File: src/rtl/stream_in_matrix_pp_hs.sv
// Ping-pong serial-to-matrix converter: fills one R x C bank while the other is offered downstream.
// Optional column-major fill is enabled by defining STREAM_MATRIX_COLMAJOR_EN.
module stream_in_matrix_pp_hs #(
    parameter int BITS = 8,
    parameter int R    = 3,
    parameter int C    = 3
) (
    input  logic                             clk,
    input  logic                             rst_n,
    input  logic                             in_valid,
    output logic                             in_ready,
    input  logic [BITS-1:0]                  a,
`ifdef STREAM_MATRIX_COLMAJOR_EN
    input  logic                             col_major,
`endif
    output logic                             out_valid,
    input  logic                             out_ready,
    output logic [R-1:0][C-1:0][BITS-1:0]    c,
    output logic                             out_bank
);

    localparam int RW = (R > 1) ? $clog2(R) : 1;
    localparam int CW = (C > 1) ? $clog2(C) : 1;
    localparam logic [RW-1:0] ROW_LAST = RW'(R - 1);
    localparam logic [CW-1:0] COL_LAST = CW'(C - 1);

    logic [1:0][R-1:0][C-1:0][BITS-1:0] bank;
    logic [1:0]    full;
    logic          wr_sel;
    logic          rd_sel;
    logic [RW-1:0] row;
    logic [CW-1:0] col;
    logic          in_fire;
    logic          out_fire;
    logic          first;
    logic          last;
    logic          fill_col;

    // Handshake: a transfer happens on a rising edge where valid && ready; valid never
    // waits on ready, and ready/valid here are pure decodes of the full flags.
    assign in_ready  = !full[wr_sel];
    assign out_valid = full[rd_sel];
    assign c         = bank[rd_sel];
    assign out_bank  = rd_sel;
    assign in_fire   = in_valid && in_ready;
    assign out_fire  = out_valid && out_ready;

    // The last element sits at [R-1][C-1] in either fill order.
    assign first = (row == '0) && (col == '0);
    assign last  = (row == ROW_LAST) && (col == COL_LAST);

`ifdef STREAM_MATRIX_COLMAJOR_EN
    logic order_q;
    // The first element uses the live port; the rest of the matrix follows the latched copy.
    assign fill_col = first ? col_major : order_q;

    always_ff @(posedge clk) begin
        if (!rst_n) begin
            order_q <= 1'b0;
        end else if (in_fire && first) begin
            order_q <= col_major;
        end
    end
`else
    assign fill_col = 1'b0;
`endif

    always_ff @(posedge clk) begin
        if (!rst_n) begin
            bank   <= '0;
            full   <= '0;
            wr_sel <= 1'b0;
            rd_sel <= 1'b0;
            row    <= '0;
            col    <= '0;
        end else begin
            if (in_fire) begin
                bank[wr_sel][row][col] <= a;
                if (last) begin
                    row            <= '0;
                    col            <= '0;
                    full[wr_sel]   <= 1'b1;
                    wr_sel         <= ~wr_sel;
                end else if (fill_col) begin
                    if (row == ROW_LAST) begin
                        row <= '0;
                        col <= col + CW'(1);
                    end else begin
                        row <= row + RW'(1);
                    end
                end else begin
                    if (col == COL_LAST) begin
                        col <= '0;
                        row <= row + RW'(1);
                    end else begin
                        col <= col + CW'(1);
                    end
                end
            end
            // Both fires can land together only on different banks, so these never collide.
            if (out_fire) begin
                full[rd_sel] <= 1'b0;
                rd_sel       <= ~rd_sel;
            end
        end
    end

endmodule

File: config.mk
export PLATFORM = sky130hd
export DESIGN_NAME = stream_in_matrix_pp_hs
export DESIGN_NICKNAME = d
export VERILOG_FILES = /design/src/rtl/stream_in_matrix_pp_hs.sv
export SDC_FILE = /design/constraint.sdc
export NUM_CORES = 1
export LEC_CHECK = 0
export BUFFER_PORTS_ARGS = -buffer_cell sky130_fd_sc_hd__buf_4
export CORE_UTILIZATION = 30
export CTS_CLUSTER_SIZE = 25
export DETAILED_ROUTE_END_ITERATION = 10
export MAX_ROUTING_LAYER = met4
export PLACE_DENSITY_LB_ADDON = 0.1
export RECOVER_POWER = 100
export SYNTH_ARGS = -nofsm -noshare
export SYNTH_HDL_FRONTEND = slang
export SYNTH_SLANG_ARGS = --single-unit
File: constraint.sdc
create_clock -name clk -period 2 [get_ports clk]
set_input_delay 0.4 -clock clk [delete_from_list [all_inputs] [get_ports clk]]
set_output_delay 0.4 -clock clk [all_outputs]
set_load 0.005 [all_outputs]
# Word-level counts from Yosys, hierarchy flattened
# Cells that the tools add are included.
dict set report totals {
  regBits 152
  in_bits 12
  out_inout_bits 75
  wordCells 76
}
dict set report op_classes {
  add_sub_neg 2
  order_cmp 8
  eq_ne 2
  muxes 25
  bitwise 5
  n_reduce_logical 11
}
# op n
set ops {}
lappend ops {{2-to-1 mux 72 bit} 3}
lappend ops {{bitwise mux 144 bit} 1}
lappend ops {{demux 72 bit (select 1 bit)} 1}
lappend ops {{demux 24 bit (select 2 bit)} 1}
lappend ops {{2-to-1 mux 24 bit} 1}
lappend ops {{demux 8 bit (select 2 bit)} 1}
lappend ops {{2-to-1 mux 2 bit} 8}
lappend ops {{2-to-1 mux 8 bit} 1}
lappend ops {{logical AND 1 bit} 7}
lappend ops {{< comparator 2 x 3 -> 1 bit (second input constant)} 2}
lappend ops {{2-to-1 mux 1 bit} 6}
lappend ops {{adder 2 x 1 -> 2 bit (second input constant)} 2}
lappend ops {{equality test 2 bit (second input constant)} 2}
lappend ops {{greater-or-equal comparator 2 x 1 -> 1 bit (second input constant)} 2}
lappend ops {{< comparator 1 x 2 -> 1 bit (second input constant)} 2}
lappend ops {{AND reduction 2 bit} 2}
lappend ops {{AND 2 bit} 1}
lappend ops {{demux 1 bit (select 1 bit)} 2}
lappend ops {{greater-or-equal comparator 1 bit (second input constant)} 2}
lappend ops {{NOT 1 bit} 2}
lappend ops {{NOT 2 bit} 1}
lappend ops {{bitwise OR 2 bit} 1}
lappend ops {{nonzero test 2 bit} 1}
lappend ops {{logical NOT 1 bit} 1}

# Longest topological paths before layout
# Gate-level depths: netlist (run 1).
dict set report logic_depth {
  ltp_word 10
  mapped_depth 6
  mapped_depth_nobuf 3
}

# Worst setup path before layout (run 1)
# Ideal clock, no wire load.
dict set report synth_path {
  kind {flip-flop to output port}
  from {register rd_sel, in the netlist out_bank}
  to {output c[46] (netlist bit)}
  arrival_time_ns 1.254
  required_ns 1.600
  path_slack_ns 0.346
  path_stages_with_launch 5
  path_buffers 3
  cell_sequence {dfxtp_1 > clkbuf_1 > buf_2 > buf_2 > mux2_2}
}
# item line
set synth_lines {}
lappend synth_lines {{start: declaration} 30} ;# logic rd_sel;
lappend synth_lines {{start signal: assignment} 103} ;# rd_sel <= ~rd_sel;
lappend synth_lines {{end: declaration} 18} ;# output logic [R-1:0][C-1:0][BITS-1:0] c,

==> flow_metrics.py, run 1 <==
metrics = {
    "routing": {
        "drt_wl_total_um": 16700,
        "highest_layer": "met4",
        "antenna_left": 0,
        "dr_total_vias": 4586,
        "wl_met3_um": 507,
        "drtPass1Iterations": 4,
        "viasPerCell": 4.64,
        "routedWlPerCell_um": 16.9,
        "drtIter0Drc": 179,
        "wl_met2_um": 8070,
        "wl_met1_um": 7950,
        "drc": 0,
    },
    "timing": {
        "slew_headroom": 0.602,
        "finClkSkew_ps": 14.8,
        "grt_setup_unrepaired": "true",
        "final_max_slew_viol_count": 0,
        "fin_crit_sh": 1.00,
        "fmax_mhz": 498,
        "timing.final.ws_setup_ps": -7.05,
        "setup_viol": 1,
        "worstMarginPinSlew_ps": 596,
        "whs_ps": 195,
        "period_minus_slack_ps": 2010,
        "hold_viol": 0,
    },
    "placement": {
        "dp_cells": 957,
        "post-place-ws_ps": 182,
        "gp_congestion": 0.769,
        "hpwl_um": 10500,
        "numPortBuffers": 86,
    },
    "clocking": {
        "htreeDepth": 4,
        "clock_latency_ps": 430,
        "cts_sinks": 152,
        "clk_path_buf_depth": 2,
        "path_clk_slew_ps": 60,
        "cts_tree": "yes",
        "root_buffer": "clkbuf_16",
        "post_cts_buffers": 0,
        "cts_made_buffers": 17,
        "cts_hold_buf": 0,
    },
    "grt": {
        "grt_pass1_wl_um": 26200,
        "grt_antenna_before_repair": 0,
        "grt_overflow": 0,
        "grt_max_degree": 81,
        "grt.total_usage": 0.162,
        "grt_pass1_vias": 4806,
    },
    "setup_path": {
        "crit_required_ps": 1600,
        "cpMaxStageDelayCell": "dfxtp_4",
        "cp-start-kind": "flop",
        "timing_worst_setup_path_type": "reg -> out",
        "cp-end-kind": "output port",
        "arrival_ps": 1610,
        "cpPeakStageDelay_ps": 410,
        "cp_max_fo": 30,
        "crit_chain": "buf_12 -> mux2_2 -> buf_4",
    },
    "die": {
        "num_rows": 53,
        "die_y_um": 150,
        "num_io_pins": 87,
        "core_area_mm2": 0.0212,
        "die_area_mm2": 0.0224,
        "die_w_um": 150,
        "start_util": 0.308,
    },
    "yosys": {
        "synth_compound_area_frac": 0.00689,
        "synth-xor-area-share": 0,
        "synthAdderAreaFrac": 0,
        "yosys.area_share.simple": 0.138,
        "synth_top_cell_area_share": 0.466,
        "yosysTopAreaCell": "dfxtp_1",
        "synthTopCellsByArea": "dfxtp_1 (47%), mux2i_1 (23%), mux2_2 (13%)",
        "seq_area_frac_synth": 0.466,
        "syn_area_mm2": 0.00654,
        "ys_warn_count": 0,
        "avgSynthCellArea_um2": 10.5,
        "synth_nets": 637,
        "ys_ff_latch": 152,
        "syn_inst": 625,
        "synthMuxAreaShare": 0.354,
        "synth_cell_types": 33,
        "synth_top_family_by_area": "multiplexers",
    },
    "status": {
        "violations": "setup timing",
        "status": "finished, violations left",
    },
    "min_path": {
        "holdCritPathClass": "in -> reg",
    },
    "power": {
        "powerDensity_mw_per_mm2": 797,
        "irDropWorstVdd_mv": 0.592,
        "p_leak_uw": 0.00394,
    },
    "layout": {
        "nNetsFinal": 714,
        "area_growth_pct": 23.9,
        "instances_no_fill": 989,
        "drive_above_1_share": 0.318,
        "n_antenna_cell": 0,
    },
    "flow_run": {
        "cap_violations": 0,
    },
}
[timing repair]
action / 4_1_cts / 5_1_grt
resized for setup: 4 / 7
setup endpoints to repair: 48 / 53
cloned: 1 / 0
[registers in the layout, summed over array words and instances (netlist names)]
register,count
full,2
bank,144
wr_sel,1
col,2
out_bank,1
row,2
[synthesized netlist by cell type]
library cell  instances
nand4b_1              2
o21ai_0               1
buf_1                 2
buf_2                12
nand3b_1              1
or3_1                 1
mux2i_1             149
o21a_1                1
and2b_1               1
nor3b_4               1
a41oi_1               1
buf_6                 2
and4b_1               2
mux2_2               73
a311oi_1              1
clkbuf_1             24
nand2_1             161
nor4b_4               1
and3b_1               1
inv_1                 3
nand2_2               6
nor2_2                1
dfxtp_1             152
and3_1                1
nor2b_1               2
a21oi_1               3
clkbuf_2              1
nor2_1                1
buf_4                 5
nand3_1               3
and4bb_2              3
nand3_2               6
nor3b_1               1
[final cells by class]
class                      count  area, um2
tap                          275        344
sequential                   152       3050
multi-input combinational    424       3280
inverter                       3       11.3
timing repair buffer         104        853
clock inverter                11        100
clock buffer                  20        458
fill                        2134      13100
[metrics by stage]
| step | cell area, um2 | total power, uW | setup TNS (ps) | util |
|---|---|---|---|---|
| 3_5_place_dp | 7470 | 3480 | 0 | 0.352 |
| 5_1_grt | 8100 | 6700 | -1170 | 0.382 |
| 2_1_floorplan | 6540 | 3340 | 0 | - |
| 6_report | 8100 | 6450 | -7.05 | 0.382 |
| 4_1_cts | 8070 | 6550 | -304 | 0.380 |
| 3_3_place_gp | 7470 | 3470 | 0 | 0.352 |
[worst max-delay path, delay by kind of cell, from the launching register on]
family,cells,cell delay [ps]
flops,1,410
mux,1,380
buf+inv,2,350
[power by group]
part	total, uW	internal, uW	switching (uW)
Combinational	325	130	195
Clock	3040	1770	1270
Sequential	3080	3060	23.1
[routing by layer]
metal,track usage,up-vias
li1,-,2282
met1,0.200,2228
met2,0.261,62
met3,0.0372,14
met4,0.0495,0
met5,-,-
[cells by family after synthesis]
group | Yosys count
AO/OA/AOI/OAI | 7
multiplexers | 222
AND/OR/NAND/NOR | 195
flip-flops | 152
buffers and inverters | 49
[cells in the final DEF (no fill, tap or decap), types with 3 or more instances in the layout]
cell type,count
nand2_1,161
dfxtp_1,150
mux2i_1,148
buf_4,98
mux2_2,68
clkbuf_16,18
nand3_2,6
nand2_2,6
mux2_4,5
clkinvlp_4,5
nand3_1,3
and4bb_2,3
inv_1,3
a21oi_1,3
clkinv_2,3
[final timing paths]
path | end | cells past startpoint | startpoint | slack (ps)
setup / recovery | c[31] | 3 | out_bank | -7
hold / removal | out_bank | 2 | out_ready | 190
setup reg to reg | bank[45] | 3 | col[0] | 210
hold reg to reg | bank[83] | 2 | bank[83] | 460
Note: power is estimated with default switching activity, not from simulation.
==> inputs of run 2 (changes only) <==
- MAX_ROUTING_LAYER: met4 -> default
==> run 2 against run 1 <==
Compared with the run above:
- the flow still finishes with violations (setup timing)
- non-clock buffer count unchanged
- largest cell class unchanged
- register-to-register slack better by 20 ps
- first-iteration DRC count is 16% higher
- via count about the same
- die area stayed put
- critical endpoint unchanged
==> flow_metrics.py, run 2 (synthesized netlist as in run 1, its figures left out) <==
metrics = {
    "routing": {
        "antenna_left": 0,
        "viasPerCell": 4.63,
        "drtIter0Drc": 207,
        "dr_total_vias": 4584,
        "drtPass1Iterations": 4,
        "drc": 0,
        "drt_wl_total_um": 16700,
        "routedWlPerCell_um": 16.9,
    },
    "grt": {
        "grt_overflow": 0,
        "grt_max_degree": 81,
        "grt_pass1_wl_um": 26200,
        "grt_pass1_vias": 4813,
        "grt_antenna_before_repair": 0,
        "grt.total_usage": 0.157,
    },
    "layout": {
        "area_growth_pct": 23.9,
        "fin_area_mm2": 0.00810,
        "drive_above_1_share": 0.318,
        "mostFrequentLayoutCells": "nand2_1 (161), dfxtp_1 (150), mux2i_1 (148)",
        "top_register": "bank",
        "n_antenna_cell": 0,
        "layout_commonest_cell": "nand2_1",
        "largest_register_ffs": 144,
        "fillers": 2134,
        "nNetsFinal": 714,
        "instances_no_fill": 989,
    },
    "die": {
        "num_rows": 53,
        "die_y_um": 150,
        "die_w_um": 150,
        "die_area_mm2": 0.0224,
        "num_io_pins": 87,
        "core_area_mm2": 0.0212,
        "start_util": 0.308,
    },
    "power": {
        "powerDensity_mw_per_mm2": 796,
        "irDropWorstVdd_mv": 0.589,
        "p_leak_uw": 0.00394,
    },
    "timing": {
        "grt_setup_unrepaired": "true",
        "slew_headroom": 0.613,
        "setup_tns_ps": -7.31,
        "hold_viol": 0,
        "worstMarginPinSlew_ps": 580,
        "finClkSkew_ps": 15.6,
        "fmax_mhz": 498,
        "timing.final.ws_setup_ps": -7.31,
        "period_minus_slack_ps": 2010,
        "setup_viol": 1,
        "whs_ps": 194,
        "final_max_slew_viol_count": 0,
        "fin_crit_sh": 1.00,
    },
    "setup_path": {
        "timing_worst_setup_path_type": "reg -> out",
        "r2r_end": "bank[45]",
        "cpPeakStageDelay_ps": 410,
        "cpMaxStageDelayCell": "dfxtp_4",
        "arrival_ps": 1610,
        "path_buf_inv": 2,
        "endpoint": "c[31]",
        "crit_chain": "buf_12 -> mux2_2 -> buf_4",
        "r2r_cells": 3,
        "path_delay_family": "flip-flops",
        "r2r-start": "col[0]",
        "cp_max_fo": 30,
        "cp-start-kind": "flop",
        "startpoint": "out_bank",
        "regToRegSetupSlack_ps": 230,
        "cp-end-kind": "output port",
        "cp.depth": 3,
        "crit_required_ps": 1600,
    },
    "clocking": {
        "post_cts_buffers": 0,
        "clock_latency_ps": 430,
        "clk_path_buf_depth": 2,
        "root_buffer": "clkbuf_16",
        "cts_hold_buf": 0,
        "cts_made_buffers": 17,
        "path_clk_slew_ps": 60,
        "cts_tree": "yes",
        "htreeDepth": 4,
        "cts_sinks": 152,
    },
    "min_path": {
        "holdCritPathClass": "in -> reg",
    },
    "placement": {
        "dp_cells": 957,
        "place_area_mm2": 0.00747,
        "hpwl_um": 10500,
        "gp_congestion": 0.759,
        "numPortBuffers": 86,
        "post-place-ws_ps": 182,
    },
    "status": {
        "violations": "setup timing",
        "status": "finished, violations left",
    },
    "flow_run": {
        "cap_violations": 0,
    },
}
[run 2: cell counts in the layout (fill, tap and decap cells not counted)]
No cell type changed its count.
[run 2: routing by layer]
metal / routed length [um] / GRT usage
met2: 8140 / 0.261
met4: 155 / 0.0495
met3: 527 / 0.0399
met1: 7840 / 0.198
met5: 0 / 0
[run 2: metrics by stage]
step	util	total power [uW]
finish	0.382	6450
CTS	0.380	6550
floorplan	-	3340
global placement	0.352	3470
detailed placement	0.352	3480
global route	0.382	6700
[run 2: worst min path at each step]
stage,from,to,cells past startpoint
6_report,out_ready,out_bank,2
5_1_grt,out_ready,out_bank,2
2_1_floorplan,bank[112],bank[112],2
3_3_place_gp,bank[113],bank[113],2
4_1_cts,out_ready,out_bank,2
3_5_place_dp,bank[113],bank[113],2
[run 2: what timing repair did]
action / 4_1_cts / 5_1_grt
gates resized for setup: 4 / 7
setup endpoints to repair: 48 / 55
gates cloned: 1 / 0
[run 2: layout make-up]
type	count	area (um2)	share of cell area
inverters	3	11.3	0.00139
flip-flops and latches	152	3050	0.376
repair buffers	104	853	0.105
clock buffers	20	458	0.0566
multi-input cells	424	3280	0.405
clock inverters	11	100	0.0124
well taps	275	344	0.0425
[run 2: power by group]
group | internal [uW] | switching, uW
clock network | 1770 | 1270
logic | 130 | 195
registers | 3060 | 23.0
total | 4960 | 1490
==> inputs of run 3 (changes only) <==
- GPL_TIMING_DRIVEN: default -> 0
- RECOVER_POWER: 100 -> default
==> run 3 against run 2 <==
Compared with the run above:
- the flow still finishes with violations (setup timing)
- register-to-register slack gained 120 ps
- clock power grew 4%
- design area grew 3.7%
- highest routed layer unchanged
- sequential share of layout area shrank 1.4 points
- routed wire length grew 19%
- worst setup slack is essentially flat
- largest cell class unchanged
- sequential power is essentially flat
- total power grew 2.4%
- critical path depth is the same
- die area is the same
- cell count grew 3.1%
==> flow_metrics.py, run 3 (synthesized netlist as in run 1, its figures left out) <==
metrics = {
    "timing": {
        "setup_viol": 2,
        "period_minus_slack_ps": 2010,
        "worstMarginPinSlew_ps": 930,
        "timing.final.ws_setup_ps": -7.49,
        "fin_crit_sh": 1.00,
        "finClkSkew_ps": 4.95,
        "setup_tns_ps": -12.4,
        "hold_viol": 0,
        "slew_headroom": 0.380,
        "fmax_mhz": 498,
        "grt_setup_unrepaired": "true",
        "final_max_slew_viol_count": 0,
    },
    "setup_path": {
        "cp_max_fo": 10,
        "timing_worst_setup_path_type": "reg -> out",
        "crit_required_ps": 1600,
        "cpMaxStageDelayCell": "dfxtp_4",
        "cp-start-kind": "flop",
        "path_buf_inv": 2,
        "arrival_ps": 1610,
        "crit_chain": "buf_4 -> mux2_2 -> buf_4",
        "cp-end-kind": "output port",
        "crit_top_cell": "buf_4",
        "cpPeakStageDelay_ps": 420,
        "path_delay_family": "flip-flops",
    },
    "clocking": {
        "clk_path_buf_depth": 2,
        "cts_tree": "yes",
        "clock_latency_ps": 430,
        "cts_made_buffers": 17,
        "path_clk_slew_ps": 60,
        "htreeDepth": 4,
        "root_buffer": "clkbuf_16",
        "cts_sinks": 152,
    },
    "die": {
        "num_io_pins": 87,
        "num_rows": 53,
        "die_area_mm2": 0.0224,
        "core_area_mm2": 0.0212,
        "start_util": 0.308,
        "die_w_um": 150,
        "die_y_um": 150,
    },
    "routing": {
        "drtPass1Iterations": 4,
        "antenna_left": 0,
        "drc": 0,
        "routedWlPerCell_um": 19.4,
        "dr_total_vias": 4825,
        "drtIter0Drc": 206,
        "viasPerCell": 4.73,
        "drt_wl_total_um": 19800,
    },
    "grt": {
        "grt_overflow": 0,
        "grt_pass1_wl_um": 30100,
        "grt.total_usage": 0.186,
        "grt_max_degree": 17,
        "grt_antenna_before_repair": 0,
        "grt_pass1_vias": 5046,
    },
    "layout": {
        "fin_area_mm2": 0.00840,
        "top_register": "bank",
        "fillers": 2109,
        "nNetsFinal": 744,
        "area_growth_pct": 28.5,
        "largest_register_ffs": 144,
        "instances_no_fill": 1020,
        "n_antenna_cell": 0,
        "mostFrequentLayoutCells": "nand2_1 (161), dfxtp_1 (151), mux2i_1 (148)",
        "layout_commonest_cell": "nand2_1",
        "drive_above_1_share": 0.314,
    },
    "power": {
        "powerDensity_mw_per_mm2": 787,
        "fin_total_pwr_uw": 6610,
        "p_leak_uw": 0.00404,
        "irDropWorstVdd_mv": 0.537,
    },
    "flow_run": {
        "cap_violations": 0,
    },
    "placement": {
        "post-place-ws_ps": -327,
        "place_area_mm2": 0.00752,
        "hpwl_um": 13100,
        "numPortBuffers": 85,
        "gp_congestion": 0.785,
        "dp_cells": 985,
    },
    "min_path": {
        "holdCritPathClass": "in -> reg",
    },
    "status": {
        "status": "finished, violations left",
        "violations": "setup timing",
    },
}
==> run 3: changes by cell type in the layout (fill, tap and decap cells not counted), sizes merged <==
| cell | previous run | this run |
|---|---|---|
| clkbuf | 20 | 42 |
| bufinv | 1 | 2 |
| clkinv | 5 | 7 |
| buf | 104 | 110 |
==> run 3: final timing paths <==
check            start       end  slack, ps  cells past startpoint
min reg2reg   bank[14]  bank[14]        460                      2
min          out_ready  out_bank        220                      2
max           out_bank     c[41]         -7                      3
max reg2reg     col[0]  bank[30]        350                      4
==> run 3: final cells by class <==
class                      instances  area, um2  area share
buffer                            45        289      0.0344
clock buffer                      18        439      0.0523
timing repair buffer              89        769      0.0916
clock inverter                    14        133      0.0158
inverter                           3       11.3     0.00134
sequential                       152       3050       0.363
multi-input combinational        424       3360       0.401
tap                              275        344      0.0410
==> run 3: routing by layer <==
layer / GRT usage / up-vias / wire (um)
met3: 0.0402 / 16 / 615
met2: 0.313 / 79 / 9530
li1: - / 2343 / -
met5: 0 / - / 0
met4: 0.0469 / 0 / 201
met1: 0.240 / 2387 / 9460
==> run 3: metrics by stage <==
step | hold slack [ps] | util
2_1_floorplan | 431 | -
3_3_place_gp | 440 | 0.354
3_5_place_dp | 448 | 0.354
4_1_cts | 208 | 0.392
5_1_grt | 218 | 0.396
6_report | 222 | 0.396
==> run 3: what timing repair did <==
action / 4_1_cts / 5_1_grt
setup endpoints to repair: 73 / 72
gates cloned: 0 / 0
hold buffers: 0 / 0
buffers inserted: 2 / 2
resized for setup: 63 / 14
==> run 3: worst register-to-register path, cell delays in order, from the launching register on <==
cell	delay, ps
dfxtp_1	300
clkbuf_2	180
nor3b_4	420
nand3_2	400
mux2i_1	220
==> run 3: power breakdown <==
group	internal, uW	switching (uW)
registers	3060	15.5
logic	126	240
clock network	1850	1320
total	5030	1570
